--- config.mk ---
export PLATFORM = sky130hd
export DESIGN_NAME = stream_demux
export DESIGN_NICKNAME = d
export VERILOG_FILES = /design/src/rtl/stream_demux_pkg.sv /design/src/rtl/stream_reg.sv /design/src/rtl/stream_demux.sv
export SDC_FILE = /design/constraint.sdc
export NUM_CORES = 1
export LEC_CHECK = 0
export ABC_AREA = 1
export CAP_MARGIN = 15
export CORE_ASPECT_RATIO = 1.1
export CORE_MARGIN = 4
export CORE_UTILIZATION = 36
export DETAILED_ROUTE_END_ITERATION = 6
export PLACE_DENSITY = 0.66
export SLEW_MARGIN = 25
export SYNTH_ARGS = -nofsm -noshare
export SYNTH_HDL_FRONTEND = slang
export SYNTH_SLANG_ARGS = --single-unit
--- constraint.sdc ---
create_clock -name clk -period 1.3 [get_ports clk]
set_input_delay 0.13 -clock clk [delete_from_list [all_inputs] [get_ports clk]]
set_output_delay 0.13 -clock clk [all_outputs]
set_load 0.005 [all_outputs]
--- src/rtl/stream_demux_pkg.sv ---
// stream_demux_pkg: shared types and helpers for the stream demultiplexer.
//   sel_width(n) : select width for n channels, never less than 1 bit
//   CNT_WIDTH    : width of the optional handshake / drop counters
//   cnt_t        : counter word type
package stream_demux_pkg;

  localparam int CNT_WIDTH = 16;

  typedef logic [CNT_WIDTH-1:0] cnt_t;

  // max(1, $clog2(n)); a 2-channel demux still needs one select bit.
  function automatic int sel_width(input int n);
    return (n <= 2) ? 1 : $clog2(n);
  endfunction

endpackage

--- src/rtl/stream_reg.sv ---
// stream_reg: one-entry valid/ready holding register for a single channel.
// Ports:
//   clk, rst       clock, asynchronous active-high reset
//   load           write load_data this cycle (only asserted when ready)
//   load_data      incoming word
//   ready          register can take a word this cycle (empty or draining)
//   valid, data    output side of the channel
//   out_ready      consumer ready
module stream_reg #(
  parameter int WIDTH = 8
) (
  input  logic             clk,
  input  logic             rst,
  input  logic             load,
  input  logic [WIDTH-1:0] load_data,
  output logic             ready,
  output logic             valid,
  input  logic             out_ready,
  output logic [WIDTH-1:0] data
);

  // Draining and refilling in the same cycle keeps 1 word/cycle throughput.
  assign ready = !valid || out_ready;

  always_ff @(posedge clk or posedge rst) begin
    if (rst) begin
      valid <= 1'b0;
      data  <= '0;
    end else if (load) begin
      valid <= 1'b1;
      data  <= load_data;
    end else if (out_ready) begin
      valid <= 1'b0;
    end
  end

endmodule

--- src/rtl/stream_demux.sv ---
// stream_demux: 1-to-NUM_OUTPUTS valid/ready demultiplexer. Each accepted
// word is steered by in_sel into that channel's one-entry register; channels
// stall independently. Words with an out-of-range select are accepted,
// dropped, and flagged on err_sel one cycle later.
// Ports:
//   clk, rst                      clock, asynchronous active-high reset
//   in_valid/in_ready/in_sel/in_data   producer side
//   out_valid/out_ready/out_data  per-channel consumer side (packed 2-D data)
//   err_sel                       one-cycle pulse for a dropped illegal word
// Optional (macro STREAM_DEMUX_COUNT_EN):
//   cnt[k]    handshakes completed on channel k, wraps at 16 bits
//   drop_cnt  err_sel pulses, wraps at 16 bits
module stream_demux
  import stream_demux_pkg::*;
#(
  parameter  int WIDTH       = 8,
  parameter  int NUM_OUTPUTS = 4,
  localparam int SEL_WIDTH   = sel_width(NUM_OUTPUTS)
) (
  input  logic                                clk,
  input  logic                                rst,
  input  logic                                in_valid,
  output logic                                in_ready,
  input  logic [SEL_WIDTH-1:0]                in_sel,
  input  logic [WIDTH-1:0]                    in_data,
  output logic [NUM_OUTPUTS-1:0]              out_valid,
  input  logic [NUM_OUTPUTS-1:0]              out_ready,
  output logic [NUM_OUTPUTS-1:0][WIDTH-1:0]   out_data,
  output logic                                err_sel
`ifdef STREAM_DEMUX_COUNT_EN
  ,
  output cnt_t [NUM_OUTPUTS-1:0]              cnt,
  output cnt_t                                drop_cnt
`endif
);

  logic [NUM_OUTPUTS-1:0] hit;
  logic [NUM_OUTPUTS-1:0] ch_ready;
  logic [NUM_OUTPUTS-1:0] load;
  logic                   legal;

  // One extra bit so NUM_OUTPUTS == 2**SEL_WIDTH still compares correctly.
  assign legal = ({1'b0, in_sel} < (SEL_WIDTH+1)'(NUM_OUTPUTS));

  // Only the addressed channel gates the producer; illegal selects are sunk.
  assign in_ready = legal ? |(hit & ch_ready) : 1'b1;

  for (genvar k = 0; k < NUM_OUTPUTS; k++) begin : g_ch
    assign hit[k]  = (in_sel == SEL_WIDTH'(k));
    assign load[k] = in_valid && hit[k] && ch_ready[k];

    stream_reg #(.WIDTH(WIDTH)) u_reg (
      .clk       (clk),
      .rst       (rst),
      .load      (load[k]),
      .load_data (in_data),
      .ready     (ch_ready[k]),
      .valid     (out_valid[k]),
      .out_ready (out_ready[k]),
      .data      (out_data[k])
    );
  end

  // Illegal words are always accepted, so in_valid alone marks the drop.
  always_ff @(posedge clk or posedge rst) begin
    if (rst) err_sel <= 1'b0;
    else     err_sel <= in_valid && !legal;
  end

`ifdef STREAM_DEMUX_COUNT_EN
  always_ff @(posedge clk or posedge rst) begin
    if (rst) begin
      cnt      <= '0;
      drop_cnt <= '0;
    end else begin
      for (int k = 0; k < NUM_OUTPUTS; k++)
        if (out_valid[k] && out_ready[k]) cnt[k] <= cnt[k] + cnt_t'(1);
      if (err_sel) drop_cnt <= drop_cnt + cnt_t'(1);
    end
  end
`endif

endmodule

==> results.json <==
{
  "initial_standard_cell_utilization_of_the_core_pct": 37.28,
  "layout_commonest_cell": "nand2_1",
  "wl_per_cell_um": 13.46,
  "tritoncts": "built",
  "route.top_layer_used": "met4",
  "timing.hold.worst.class": "in -> async",
  "antenna_cells_inserted": 0,
  "place_worst_setup_slack_ns": -0.4435,
  "critical_path.startpoint": "g_ch[0].u_reg.data[4]",
  "cts_inserted_buffers": 5,
  "critical_path.n_buffers_inverters": 1,
  "cts_num_sinks": 36,
  "synth_compound_gate_area_share_pct": 0,
  "timing.setup.critical_path_class": "reg -> out",
  "cpLargestDelayFamily": "buffers and inverters",
  "route.antenna.remaining_nets": 0,
  "vias": 1501,
  "max-vdd-ir-drop_mv": 0.7802,
  "io-pin-count": 55,
  "synthXorXnorAreaFrac_pct": 0,
  "final_weighted_congestion_in_routability_driven_placement": 0.7562,
  "setup.worst_path.end_class": "primary output",
  "die_area_sq_um": 5569,
  "routedLengthMet1_um": 1862,
  "timing.final.ws_setup_ns": 0.02601,
  "clock.fmax_ghz": 0.7849,
  "final-max-slew-violation-count": 0,
  "global_route.overflow_total": 0,
  "cts_htree_levels": 2,
  "muxShareOfSynthArea_pct": 0,
  "drive_above_1_share_pct": 20.31,
  "synth_fa_ha_area_share_pct": 0,
  "dieWidth_um": 71.52,
  "vias_in_the_first_global_route": 1415,
  "syn-instance-count": 180,
  "netlist-cell-type-count": 14,
  "buffers_from_clock_root_to_sink_at_most": 2,
  "fp.coreArea_sq_um": 4285,
  "routed_wirelength_um": 4240,
  "crit_path_start_kind": "flop",
  "mappedNetlistNets": 197,
  "clock_slew_at_reported_path_ffs_ns": 0.07,
  "cts_root_buffer": "clkbuf_8",
  "synthSimpleGateAreaFrac_pct": 36.41,
  "largest_net_degree_at_the_start_of_global_routing": 37,
  "max_cap_viol_count": 0,
  "count_of_unresolved_drc_violations_after_routing": 0,
  "critPathRequiredTime_ns": 1.17,
  "grt_usage_pct": 16.11,
  "wl_met2_um": 1964,
  "hpwlAfterDp_um": 2984,
  "report.final.hold_viol_count": 0,
  "main_combinational_cell_family_by_area_after_synthesis": "simple AND/OR/NAND/NOR gates",
  "yosysSeqAreaShare_pct": 56.38,
  "grt_antenna_before_repair": 0,
  "timing.critical_path.cells": "clkdlybuf4s50_1",
  "setup_viol": 0,
  "design_power_total_w": 0.003306,
  "critPathMaxFanout": 2,
  "route.detailed.vias_per_inst": 4.765,
  "synth.yosys.warnings": 0,
  "clkLatencyLatePin_ns": 0.29,
  "total_standard_cell_area_after_synthesis_sq_um": 1598,
  "power.leakage_nw": 1.597,
  "initialDrtViolationCount": 110,
  "post_synthesis_sequential_element_count": 36,
  "placement.io_buffers": 53,
  "crit_path_top_delay_cell": "clkdlybuf4s50_1",
  "finish.net_count": 277,
  "reg2reg_slack_ns": 0.24,
  "run_status": "finished, final reports clean",
  "routed-wl-met3_um": 309,
  "area_delta_synth_final_pct": 60.38,
  "detailedRoute.firstPassIterationCount": 4,
  "setup-tns-final_ns": 0,
  "cp_slowest_stage_delay_ns": 0.51,
  "cp.arrival_ns": 1.14,
  "cts_hold_buffers": 0,
  "layoutNonFillerInstCount": 315,
  "syn_area_per_cell_sq_um": 8.877,
  "crit-reg2reg-launch": "g_ch[0].u_reg.valid",
  "pwr_density_cell_nw_per_um2": 1290,
  "fp.dieH_um": 77.87,
  "site_row_count": 25,
  "post_route_fraction_of_the_period_consumed_by_the_critical_path_pct": 98.00,
  "skew_ns": 0.004349,
  "placed_cells_incl_taps": 294,
  "grt_pass1_wl_um": 6858,
  "most-common-layout-cells": "nand2_1 (76), dfrtp_1 (36), buf_4 (31)",
  "final.min_clock_period_ns": 1.274
}
==> registers in the layout, indices dropped and copies added, names as in the netlist <==
name / cells
g_ch.u_reg.data: 32
g_ch.u_reg.valid: 4
==> power breakdown <==
group          switching [W]  internal, W  leakage (nW)  total [W]
combinational       0.000344     0.000498          1.08   0.000842
clock               0.000393     0.000677        0.0645    0.00107
sequential         0.0000917      0.00130         0.448    0.00139
total               0.000829      0.00248          1.60    0.00331
==> cells by family after synthesis <==
family / count (synthesis)
DFF: 36
and+or+nand+nor: 120
buffers and inverters: 23
other: 1
==> metrics by stage <==
step	util, %	instance area (sq um)	hold WS [ns]
final	59.80	2562	0.1851
after detailed placement	53.23	2281	0.4581
after global routing	59.80	2562	0.2008
after global placement	53.23	2281	0.4554
after floorplan	-	1598	0.2746
after CTS	56.58	2425	0.1883
==> worst paths after layout <==
kind                                          to  depth (start not counted)
min                        g_ch[1].u_reg.data[2]                          3
min in group clk           g_ch[2].u_reg.data[7]                          2
max reg2reg                g_ch[0].u_reg.data[1]                          5
min reg2reg                g_ch[2].u_reg.data[7]                          2
max                                  out_data[4]                          1
max in group asynchronous  g_ch[0].u_reg.data[3]                          3
==> cells in the mapped netlist <==
library cell  number  area, sq um
nand2_1           80        300.3
dfrtp_1           36        900.9
nand4_1           24        150.1
inv_1             11        41.29
nand3_1            8        40.04
buf_4              6        45.04
clkbuf_1           4        15.01
nor2_4             3        33.78
buf_2              2        10.01
nand3_4            2        35.03
conb_1             1        3.750
nand2_2            1        6.260
nand3_2            1        10.01
nor2_2             1        6.260
==> final cells by class <==
type | instances | area, sq um
fill | 367 | 1723
sequential | 36 | 900.9
timing repair buffer | 85 | 830.8
multi-input combinational | 121 | 595.6
clock buffer | 7 | 96.34
tap | 54 | 67.56
inverter | 11 | 41.29
clock inverter | 1 | 30.03
==> metal layers <==
layer  GRT usage [%]  vias up
met5               0        -
met4           7.707        0
met3           5.311        8
met2           22.89       45
met1           21.89      707
li1                -      741
==> what timing repair did <==
item | in CTS | in global routing
setup buffers | 3 | 10
setup endpoints to repair | 9 | 28
gates cloned | 0 | 0
pin swaps | 3 | 0
gates resized for setup | 16 | 25
Power figures use the tool's default switching activity.
==> RTL edit 1, RTL diff (same flow settings) <==
Change the parameter `NUM_OUTPUTS` from 4 to 8.
--- a/src/rtl/stream_demux.sv
+++ b/src/rtl/stream_demux.sv
@@ -15,5 +15,5 @@
 #(
   parameter  int WIDTH       = 8,
-  parameter  int NUM_OUTPUTS = 4,
+  parameter  int NUM_OUTPUTS = 8,
   localparam int SEL_WIDTH   = sel_width(NUM_OUTPUTS)
 ) (
Interface: changed (resized in_sel, out_data, out_ready and out_valid); port bits go from 55 to 96. The function was not compared with the original's and may differ.
==> RTL edit 1 against the original RTL <==
The flow now finishes with violations (setup timing). Final area up 76%. Routed wire length up 95%. Sequential cell count up 36. Clock power up 96%. Final cell count up 70%. Utilization down 3.0 points. First-iteration DRC count up 9.1%. Area after synthesis up 85%. Sequential power up 100%. Combinational power up 62%. Setup slack worse by 0.061 ns. Power up 90%. Register-to-register slack worse by 0.08 ns.
==> RTL edit 1: results (changes against the original RTL) <==
metric	value	unit	change
status	finished, violations left		
violations	setup timing		
power.share.switching	0.263		+0.0120
synth-seq-cells	72		+100%
yosysUniqueCellTypes	21		+7
inverters	21		+10
r2r_start	g_ch[1].u_reg.valid		
grt.total_usage	0.182		+0.0207
critPathTopFamily	simple AND/OR/NAND/NOR gates		
h-tree-depth	3		+1
seqCellArea	0.00180	mm2	+100%
placed_area	0.00427	mm2	+87%
seq_share	0.399		+0.0473
drt_iter0_markers	120		+9.1%
worst-endpoint-arrival	1.21	ns	+0.07 ns
cp_slowest_cell	dfrtp_1		
dp_slack	-0.529	ns	-0.0855 ns
buf_share	0.293		-0.0314
fillerInstances	769		+110%
r2r_end	g_ch[1].u_reg.data[2]		
ir_worst_vdd	0.886	mV	+13%
portBuffers	94		+77%
regToRegSetupSlack	0.16	ns	-0.08 ns
setup_viol	1		+1
clock_power_share	0.334		+0.010
clock_cell_area_share	0.0515		+0.00221
place.gp.congestion	0.829		+9.6%
power_frac_comb	0.216		-0.039
ys_seq_area_frac	0.610		+0.0461
grt_pass1_vias	2549		+80%
clock_skew	0.00708	ns	+0.00273 ns
multi_input_area	940	um2	+58%
layout-drive-gt1-share	0.224		+0.0212
grt_max_degree	73		+97%
synth_common_cells	nand2_1 (94), dfrtp_1 (72), o21ai_0 (47), inv_1 (19)		
wl	8290	um	+95%
final_nets	446		+61%
multi_input_cells	182		+50%
switching_power	1650	uW	+100%
vias_per_cell	4.57		-4.0%
buffers	138		+62%
setup_slack	-0.0350	ns	-0.0610 ns
cpPeakStageDelay	0.36	ns	-0.15 ns
## RTL edit 1: timing repair
action,4_1_cts,5_1_grt
setup endpoints to repair,73,4
setup buffers,10,1
resized for setup,89,5
pin swaps,7,4
gates cloned,0,0
## RTL edit 1: how the worst max path moves through the flow
stage	from	to	slack (ns)	cells past startpoint
after floorplan	g_ch[6].u_reg.valid	g_ch[6].u_reg.data[7]	0.25	5
after global placement	in_sel[2]	in_ready	-0.48	7
after detailed placement	in_sel[2]	in_ready	-0.53	7
after CTS	g_ch[7].u_reg.valid	in_ready	-0.03	6
after global routing	g_ch[6].u_reg.valid	in_ready	-0.12	6
final	g_ch[1].u_reg.valid	in_ready	-0.04	6
## RTL edit 1: worst reg2reg max path: cells and delay by family, from the launching register on
family	cells	cell delay, ns
flops	1	0.39
simple gates	3	0.42
buf+inv	1	0.13
compound gates	1	0.09
## RTL edit 1: stage by stage
| step | hold slack, ns | cells | util | setup TNS, ns |
|---|---|---|---|---|
| 4_1_cts | 0.243 | 535 | 0.565 | -0.0299 |
| 2_1_floorplan | 0.247 | 293 | - | 0 |
| 5_1_grt | 0.265 | 536 | 0.568 | -0.116 |
| 3_5_place_dp | 0.472 | 510 | 0.537 | -18.44 |
| 6_report | 0.216 | 536 | 0.568 | -0.0350 |
| 3_3_place_gp | 0.468 | 510 | 0.537 | -14.96 |
## RTL edit 1: per-layer routing
layer	vias to the layer above	share of wire	GRT usage
li1	1196	-	-
met1	1168	0.44	0.229
met2	83	0.49	0.300
met3	5	0.069	0.0599
met4	0	0.0047	0.0522
met5	-	0	0
## RTL edit 1: cell families (layout without fill, tap and decap cells)
group / after synthesis / in the layout / synth area share
compound gates: 65 / 65 / 0.120
buf+inv: 39 / 174 / 0.0813
flops: 72 / 72 / 0.610
other cells: 1 / 1 / 0.00127
simple gates: 116 / 116 / 0.187
==> RTL edit 2, RTL diff (config.mk and constraints unchanged) <==
Made on the original files. Add a define of `STREAM_DEMUX_COUNT_EN`.
--- a/src/rtl/stream_demux.sv
+++ b/src/rtl/stream_demux.sv
@@ -11,4 +11,6 @@
 //   cnt[k]    handshakes completed on channel k, wraps at 16 bits
 //   drop_cnt  err_sel pulses, wraps at 16 bits
+`define STREAM_DEMUX_COUNT_EN
+
 module stream_demux
   import stream_demux_pkg::*;
Behaviour (old outputs only; new: cnt and drop_cnt): unchanged (Yosys induction, for registers that start in step).
==> RTL edit 2 against the original RTL <==
The flow now finishes with violations (setup timing). Final cell count rose to 3.0 times the old value. Sequential cell count up 64. Routed wire length grew to 3.0 times the old value. Area after synthesis increased to 3.0 times the old value. Final area rose to 2.9 times the old value. Synthesized cell count increased to 3.0 times the old value. Via count rose to 2.8 times the old value. Setup slack got worse by 0.042 ns. Power grew to 2.8 times the old value. Die area rose to 2.7 times the old value. Critical path type is now flop to flop.
==> RTL edit 2: results (changes against the original RTL) <==
metric	value	unit	change
wl	12700	um	+200%
fmax	0.760	GHz	-3.2%
r2r_end	cnt[52]		
top_regs	cnt x64, g_ch.u_reg.data x32, g_ch.u_reg.valid x4		
setup_viol	2		+2
placedCellCount	846		+190%
setup_slack	-0.0160	ns	-0.0420 ns
status	finished, violations left		
worst-endpoint-arrival	1.53	ns	+0.39 ns
wl_per_cell	13.6	um	+1.3%
cp_slowest_cell	dfrtp_1		
syn-mean-instance-area	8.87	um2	-0.11%
cts_setup_buffers	60		+57
violations	setup timing		
fin_area	0.00735	mm2	+190%
clock_skew	0.00944	ns	+0.00509 ns
grt.total_usage	0.167		+0.00613
grt_pass1_wl	20200	um	+190%
leakage	0.00410	uW	+160%
dpl.hpwl	8760	um	+190%
vias_per_cell	4.54		-4.7%
fillerInstances	1154		+210%
reg2reg_depth	8		+3
placed_area	0.00636	mm2	+180%
cts_buffers	9		+4
cp.depth	8		+7
dp_slack	-0.422	ns	+0.0219 ns
ir_worst_vdd	0.632	mV	-19%
grt_max_degree	33		-11%
-- RTL edit 2: changes by cell type in the layout (fill, tap and decap cells not counted), moves of 16 or more --
cell | before | now
xor2_1 | 0 | 27
dlygate4sd2_1 | 8 | 99
buf_4 | 31 | 112
o21ai_1 | 0 | 24
nand2_1 | 76 | 133
nor2_1 | 0 | 34
conb_1 | 1 | 17
dlymetal6s2s_1 | 25 | 0
inv_1 | 11 | 59
nand3_1 | 8 | 24
dfrtp_1 | 36 | 95
-- RTL edit 2: report_power, final --
part	leakage, uW	switching (uW)	internal, uW	total [uW]
logic	0.00266	1160	1500	2660
clock network	0.000149	1160	1590	2760
registers	0.00129	294	3550	3840
total	0.00410	2610	6640	9250
-- RTL edit 2: cell type report --
type | count | area (um2) | area share
sequential | 100 | 2510 | 0.341
clock inverter | 4 | 47.5 | 0.00647
inverter | 66 | 259 | 0.0352
timing repair buffer | 238 | 2020 | 0.275
clock buffer | 12 | 256 | 0.0349
tap | 157 | 196 | 0.0267
multi-input combinational | 358 | 2060 | 0.280
-- RTL edit 2: cells by family (layout without fill, tap and decap cells) --
group,Yosys count,count (layout),synth area share
and+or+nand+nor,254,254,0.234
DFF,100,100,0.530
buffers and inverters,91,320,0.0953
xor gates and xnor gates,43,43,0.0797
AOI/OAI and AO/OA,39,39,0.0477
adders and majority gates,4,4,0.0106
other,1,17,0.000794
muxes,1,1,0.00238
-- RTL edit 2: stage by stage --
stage | TNS, ns | hold WS [ns]
after CTS | -0.158 | 0.106
after global placement | -10.58 | 0.466
after floorplan | -1.96 | 0.296
after detailed placement | -13.05 | 0.472
final | -0.0209 | 0.108
after global routing | -0.889 | 0.140
-- RTL edit 2: routing by layer --
metal,up-vias,track usage
met1,2007,0.209
met5,-,0
li1,2102,-
met3,22,0.0331
met4,0,0.0614
met2,116,0.283
